<file path="config.mk">
export PLATFORM = sky130hd
export DESIGN_NAME = spi_master_ctrl
export DESIGN_NICKNAME = d
export VERILOG_FILES = /design/src/rtl/spi_master_ctrl.sv
export SDC_FILE = /design/constraint.sdc
export NUM_CORES = 1
export LEC_CHECK = 0
export CORE_MARGIN = 4
export CORE_UTILIZATION = 30
export DETAILED_ROUTE_END_ITERATION = 10
export PLACE_DENSITY = 0.52
export SYNTH_ARGS = -nofsm -noshare
export SYNTH_HDL_FRONTEND = slang
export SYNTH_SLANG_ARGS = --single-unit
</file>
<file path="constraint.sdc">
create_clock -name clk -period 1.7 [get_ports clk]
set_input_delay 0.34 -clock clk [delete_from_list [all_inputs] [get_ports clk]]
set_output_delay 0.34 -clock clk [all_outputs]
set_load 0.05 [all_outputs]
</file>
<file path="src/rtl/spi_master_ctrl.sv">
// spi_master_ctrl: host-side SPI master that turns valid/ready requests into
// slave frames of {cmd[1:0], payload} sent MSB first. A CHK_CMD lead bit comes
// first, then the frame. Read-data commands (11) add a turnaround and an
// ADDR_SIZE-bit capture from miso. Every frame is followed by an ss_n-high gap.
// Optional build macro: SPI_MASTER_SEQ_CHECK_EN (adds the err port and blocks
// a read-data command that has no earlier read-address command).
module spi_master_ctrl #(
   parameter int unsigned ADDR_SIZE = 8,
   parameter int unsigned TURN_CYC  = 2,
   parameter int unsigned GAP_CYC   = 2
) (
   input  logic                 clk,
   input  logic                 rst_n,
   input  logic                 req_valid,
   output logic                 req_ready,
   input  logic [1:0]           req_cmd,
   input  logic [ADDR_SIZE-1:0] req_data,
   output logic                 rsp_valid,
   output logic [ADDR_SIZE-1:0] rsp_data,
   output logic                 busy,
   output logic                 ss_n,
   output logic                 mosi,
   input  logic                 miso
`ifdef SPI_MASTER_SEQ_CHECK_EN
   ,
   output logic                 err
`endif
);

   localparam int unsigned FW = ADDR_SIZE + 2;
   localparam int unsigned CW = $clog2(FW + TURN_CYC + GAP_CYC + 2);

   localparam logic [CW-1:0] C_FW    = CW'(FW);
   localparam logic [CW-1:0] C_TURN  = CW'(TURN_CYC);
   localparam logic [CW-1:0] C_GAP   = CW'(GAP_CYC);
   localparam logic [CW-1:0] C_RLAST = CW'(ADDR_SIZE - 1);

   typedef enum logic [2:0] {
      S_IDLE, S_START, S_SHIFT, S_TURN, S_RECV, S_GAP, S_ERR
   } state_t;

   state_t               r_state, w_state;
   logic [CW-1:0]        r_cnt, w_cnt;
   logic [FW-1:0]        r_shift, w_shift;
   logic [1:0]           r_cmd, w_cmd;
   logic [ADDR_SIZE-2:0] r_rx, w_rx;
   logic                 r_ss_n, w_ss_n;
   logic                 r_mosi, w_mosi;
   logic                 r_req_ready, w_req_ready;
   logic                 r_rsp_valid, w_rsp_valid;
   logic [ADDR_SIZE-1:0] r_rsp_data, w_rsp_data;
   logic                 r_busy, w_busy;
   logic                 w_accept;
`ifdef SPI_MASTER_SEQ_CHECK_EN
   logic                 r_seen, w_seen;
   logic                 r_err, w_err;
`endif

   assign w_accept = req_valid & r_req_ready;

   // State and registered-output update; async reset forces the bus idle.
   always_ff @(posedge clk or negedge rst_n) begin
      if (!rst_n) begin
         r_state     <= S_IDLE;
         r_cnt       <= '0;
         r_shift     <= '0;
         r_cmd       <= '0;
         r_rx        <= '0;
         r_ss_n      <= 1'b1;
         r_mosi      <= 1'b1;
         r_req_ready <= 1'b0;
         r_rsp_valid <= 1'b0;
         r_rsp_data  <= '0;
         r_busy      <= 1'b0;
`ifdef SPI_MASTER_SEQ_CHECK_EN
         r_seen      <= 1'b0;
         r_err       <= 1'b0;
`endif
      end else begin
         r_state     <= w_state;
         r_cnt       <= w_cnt;
         r_shift     <= w_shift;
         r_cmd       <= w_cmd;
         r_rx        <= w_rx;
         r_ss_n      <= w_ss_n;
         r_mosi      <= w_mosi;
         r_req_ready <= w_req_ready;
         r_rsp_valid <= w_rsp_valid;
         r_rsp_data  <= w_rsp_data;
         r_busy      <= w_busy;
`ifdef SPI_MASTER_SEQ_CHECK_EN
         r_seen      <= w_seen;
         r_err       <= w_err;
`endif
      end
   end

   // Next state plus the next value of every registered output.
   always_comb begin
      w_state     = r_state;
      w_cnt       = r_cnt;
      w_shift     = r_shift;
      w_cmd       = r_cmd;
      w_rx        = r_rx;
      w_ss_n      = r_ss_n;
      w_mosi      = r_mosi;
      w_req_ready = r_req_ready;
      w_rsp_valid = 1'b0;
      w_rsp_data  = r_rsp_data;
      w_busy      = r_busy;
`ifdef SPI_MASTER_SEQ_CHECK_EN
      w_seen      = r_seen;
      w_err       = 1'b0;
`endif
      unique case (r_state)
         S_IDLE: begin
            w_req_ready = 1'b1;
            w_ss_n      = 1'b1;
            w_mosi      = 1'b1;
            w_busy      = 1'b0;
            if (w_accept) begin
               w_req_ready = 1'b0;
               w_cmd       = req_cmd;
               w_shift     = {req_cmd, req_data};
               w_cnt       = '0;
`ifdef SPI_MASTER_SEQ_CHECK_EN
               if (req_cmd == 2'b11 && !r_seen) begin
                  w_state = S_ERR;
                  w_err   = 1'b1;
               end else begin
                  if (req_cmd == 2'b10) w_seen = 1'b1;
                  w_state = S_START;
                  w_ss_n  = 1'b0;
                  w_mosi  = req_cmd[1];
                  w_busy  = 1'b1;
               end
`else
               w_state = S_START;
               w_ss_n  = 1'b0;
               w_mosi  = req_cmd[1];
               w_busy  = 1'b1;
`endif
            end
         end
         S_START: begin
            w_mosi  = r_shift[FW-1];
            w_shift = {r_shift[FW-2:0], 1'b0};
            w_cnt   = CW'(1);
            w_state = S_SHIFT;
         end
         S_SHIFT: begin
            if (r_cnt == C_FW) begin
               w_mosi = 1'b1;
               if (r_cmd == 2'b11) begin
                  if (TURN_CYC == 0) begin
                     w_state = S_RECV;
                     w_cnt   = '0;
                  end else begin
                     w_state = S_TURN;
                     w_cnt   = CW'(1);
                  end
               end else begin
                  w_state = S_GAP;
                  w_ss_n  = 1'b1;
                  w_busy  = 1'b0;
                  w_cnt   = CW'(1);
               end
            end else begin
               w_mosi  = r_shift[FW-1];
               w_shift = {r_shift[FW-2:0], 1'b0};
               w_cnt   = r_cnt + CW'(1);
            end
         end
         S_TURN: begin
            if (r_cnt == C_TURN) begin
               w_state = S_RECV;
               w_cnt   = '0;
            end else begin
               w_cnt = r_cnt + CW'(1);
            end
         end
         S_RECV: begin
            // Last sample bypasses the capture register so rsp_data and
            // rsp_valid appear on the same edge.
            if (r_cnt == C_RLAST) begin
               w_rsp_data  = {r_rx, miso};
               w_rsp_valid = 1'b1;
               w_state     = S_GAP;
               w_ss_n      = 1'b1;
               w_busy      = 1'b0;
               w_cnt       = CW'(1);
`ifdef SPI_MASTER_SEQ_CHECK_EN
               w_seen      = 1'b0;
`endif
            end else begin
               w_rx  = {r_rx[ADDR_SIZE-3:0], miso};
               w_cnt = r_cnt + CW'(1);
            end
         end
         S_GAP: begin
            if (r_cnt == C_GAP) begin
               w_state     = S_IDLE;
               w_req_ready = 1'b1;
               w_cnt       = '0;
            end else begin
               w_cnt = r_cnt + CW'(1);
            end
         end
         S_ERR: begin
            w_state     = S_IDLE;
            w_req_ready = 1'b1;
         end
         default: begin
            w_state = S_IDLE;
            w_ss_n  = 1'b1;
            w_mosi  = 1'b1;
            w_busy  = 1'b0;
            w_cnt   = '0;
         end
      endcase
   end

   assign req_ready = r_req_ready;
   assign rsp_valid = r_rsp_valid;
   assign rsp_data  = r_rsp_data;
   assign busy      = r_busy;
   assign ss_n      = r_ss_n;
   assign mosi      = r_mosi;
`ifdef SPI_MASTER_SEQ_CHECK_EN
   assign err       = r_err;
`endif

endmodule
</file>
==> summary.md <==
| Metric | Value |
|---|---|
| ANT nets after route | `0` |
| Post-synth ARST share | `1.00` |
| DRC errors left | `0` |
| I/O Pins | `27` |
| Clock Tree Root | `clkbuf_8` |
| Core area | `0.00639 mm2` |
| Synthesized area per cell | `between 10 and 15 um2` |
| Fraction of layout cells with a size suffix above 1 | `0.367` |
| CTS sink cnt | `39` |
| Number of I/O port buffers | `26` |
| TritonCTS clock tree | `yes` |
| Routed Wire Length | `4.24 mm` |
| R2R Setup Slk | `30 ps` |
| P&R area growth vs syn | `37.2%` |
| Critical Path Source Type | `register` |
| Largest net degree at the start of global routing | `40` |
| Tot GR Track Use | `0.112` |
| Clock-pin slew on the worst setup and hold paths | `80 ps` |
| Die Area | `0.00795 mm2` |
| Vias in the first global route | `1454` |
| Post-layout nets | `242` |
| Die Width | `89.2 um` |
| Top post-synthesis cells by area | `dfrtp_1, mux2_4, mux2_2` |
| Maximum VDD drop | `993 uV` |
| First-pass GRT wire length | `6.98 mm` |
| Initial DRC count | `between 70 and 80` |
| Die height | `89.2 um` |
| Status | `finished, final reports clean` |
| CTS buffer count | `5` |
| Hold crit path type | `in2async` |
| Total Power | `5480 uW` |
| GRT overflow | `0` |
| # diodes | `0` |
| Total negative slack | `0 ps` |
| # Max-Cap Violations | `0` |
| Top cells by count, synth | `dfrtp_1, a21oi_1, o21ai_0` |
| Period minus WS final | `1670 ps` |
| Syn_nets | `191` |
| Post-synthesis sequential area ratio | `0.495` |
| GP Congestion | `about 0.84` |
| Top-area cell type share of the netlist area | `0.468` |
| CP Capture Type | `register` |
| Post-CTS Hold Fix Bufs | `0` |
| Slew Limit Headroom | `0.665` |
| RSZ-0062 raised after global routing | `true` |
| Post-Syn Instances | `175` |
| Setup Viol. Count Final | `0` |
| Fin. Hold Viols | `0` |
| EDFF count, synth | `0` |
| Final Max Tran Viols | `0` |
| CTS max path bufs | `2` |
| Yosys warns | `0` |
| Most used standard cell by instance count after synthesis | `dfrtp_1` |
| Static Leak | `0.00122 uW` |
| Fmax | `~600 MHz` |
| Final Util | `0.425` |
| Final Cycle Share | `0.981` |
| Cell taking the most area after synthesis | `dfrtp_1` |
| Data required time at the worst endpoint | `1910 ps` |
| Post-synthesis cell type count | `between 40 and 50` |
| Total number of vias | `1494` |
| Drt pass-1 iters | `4` |
| Drt wl/cell | `14.0 um` |
| Fillers | `630` |
| #FFs+latches synth | `39` |
| P per Cell Area | `2020 mW/mm2` |
| Clock latency on the worst-skew pair | `290 ps` |
| Std cell rows | `29` |
| Final setup skew | `5.57 ps` |
| Main synth FF type | `dfrtp_1` |
| Tightest Pin Transition | `503 ps` |
| Critical Path AT | `1880 ps` |
| Starting Density | `0.310` |
| Crit path kind | `reg2reg` |
| Via-to-Cell Ratio | `~5` |
| Crit Path Max Fanout | `9` |
| H-tree depth | `2` |
| Detailed Place HPWL | `2.79 mm` |
| Post-Syn Area | `0.00198 mm2` |
| Initial antenna violation count | `0` |
==> critical path, stage by stage, from the launching register on <==
cell       delay [ps]
dfrtp_1           410
inv_2              70
ha_4              160
and3b_2           250
o22ai_4           270
clkbuf_16         220
a21oi_1            60
a31oi_1           150
==> sequential cells by signal, indices dropped and copies added (netlist names) <==
register   flops
r_cmd          2
r_state        3
req_ready      1
rsp_data       8
r_rx           7
mosi           1
rsp_valid      1
r_shift       10
ss_n           1
r_cnt          4
busy           1
==> timing repair <==
| action | in CTS | in global routing |
|---|---|---|
| endpoints found under the setup margin | 1 | 31 |
| cloned | 0 | 2 |
| gates resized for setup | 1 | 14 |
| setup buffers | 0 | 6 |
| pin swaps | 0 | 4 |
==> through the flow <==
step / cells / cell area [um2] / hold slack (ps) / worst slack [ps]
2_1_floorplan: 175 / 1980 / 44.4 / 30.1
3_3_place_gp: 288 / 2450 / 438 / -12.2
3_5_place_dp: 288 / 2450 / 432 / 7.57
4_1_cts: 295 / 2560 / 118 / 15.3
5_1_grt: 303 / 2710 / 126 / -42.8
6_report: 303 / 2710 / 96.5 / 32.8
==> layout by cell type, fill, tap and decap left out, types with 2 or more instances in the layout <==
cell	n
nand2_1	11
clkbuf_16	2
nor2b_1	3
nor2_1	4
a21boi_0	2
a211o_1	2
mux2_2	10
inv_1	3
mux2_4	8
dfrtp_1	36
clkdlybuf4s50_1	12
nand3_1	2
a31oi_1	10
buf_12	6
a21oi_1	13
buf_4	34
xor2_1	2
o21ai_0	13
o211ai_1	4
dfstp_2	2
mux2i_1	9
clkbuf_8	5
==> kinds of logic (layout without fill, tap and decap cells) <==
kind of cell / count (synthesis) / after routing / synth area share
adder cells (fa/ha/maj): 2 / 2 / 0.0127
AO/OA/AOI/OAI: 57 / 57 / 0.188
buffers and inverters: 17 / 68 / 0.0506
multiplexers: 27 / 27 / 0.163
XOR/XNOR: 2 / 2 / 0.00886
AND/OR/NAND/NOR: 31 / 31 / 0.0817
flip-flops: 39 / 39 / 0.495
==> area by class of cell <==
class,instances,area (um2),share of cell area
Inverter,5,18.8,0.00692
Clock buffer,6,72.6,0.0268
Multi-Input combinational cell,119,953,0.351
Timing Repair Buffer,56,562,0.207
Tap cell,77,96.3,0.0355
Clock inverter,1,30.0,0.0111
Sequential cell,39,980,0.361
==> metal layers <==
metal	share of wire	global-route usage	vias to the layer above	wire (um)
met1	0.48	0.147	716	2020
met5	0	0	-	0
met2	0.46	0.180	31	1970
met3	0.047	0.0286	7	200
met4	0.013	0.0392	0	54
li1	-	-	740	-
==> power by group <==
part | leakage [uW] | switching (uW) | internal (uW)
registers | 0.000478 | 266 | 1330
clock network | 0.0000513 | 323 | 430
logic | 0.000689 | 1510 | 1620
==> worst paths after layout <==
path | start | endpoint | cells past startpoint
hold reg to reg | r_rx[6]$_DFFE_PN0P_ | rsp_data[7]$_DFFE_PN0P_ | 1
setup reg to reg | r_cnt[0]$_DFFE_PN0P_ | r_shift[2]$_DFFE_PN0P_ | 7
max in group asynchronous | rst_n | r_cnt[1]$_DFFE_PN0P_ | 2
setup / recovery | r_cnt[0]$_DFFE_PN0P_ | r_shift[2]$_DFFE_PN0P_ | 7
hold / removal | rst_n | rsp_data[7]$_DFFE_PN0P_ | 2
min in group clk | r_rx[6]$_DFFE_PN0P_ | rsp_data[7]$_DFFE_PN0P_ | 1
No activity file was read; power rests on OpenSTA's default activity.
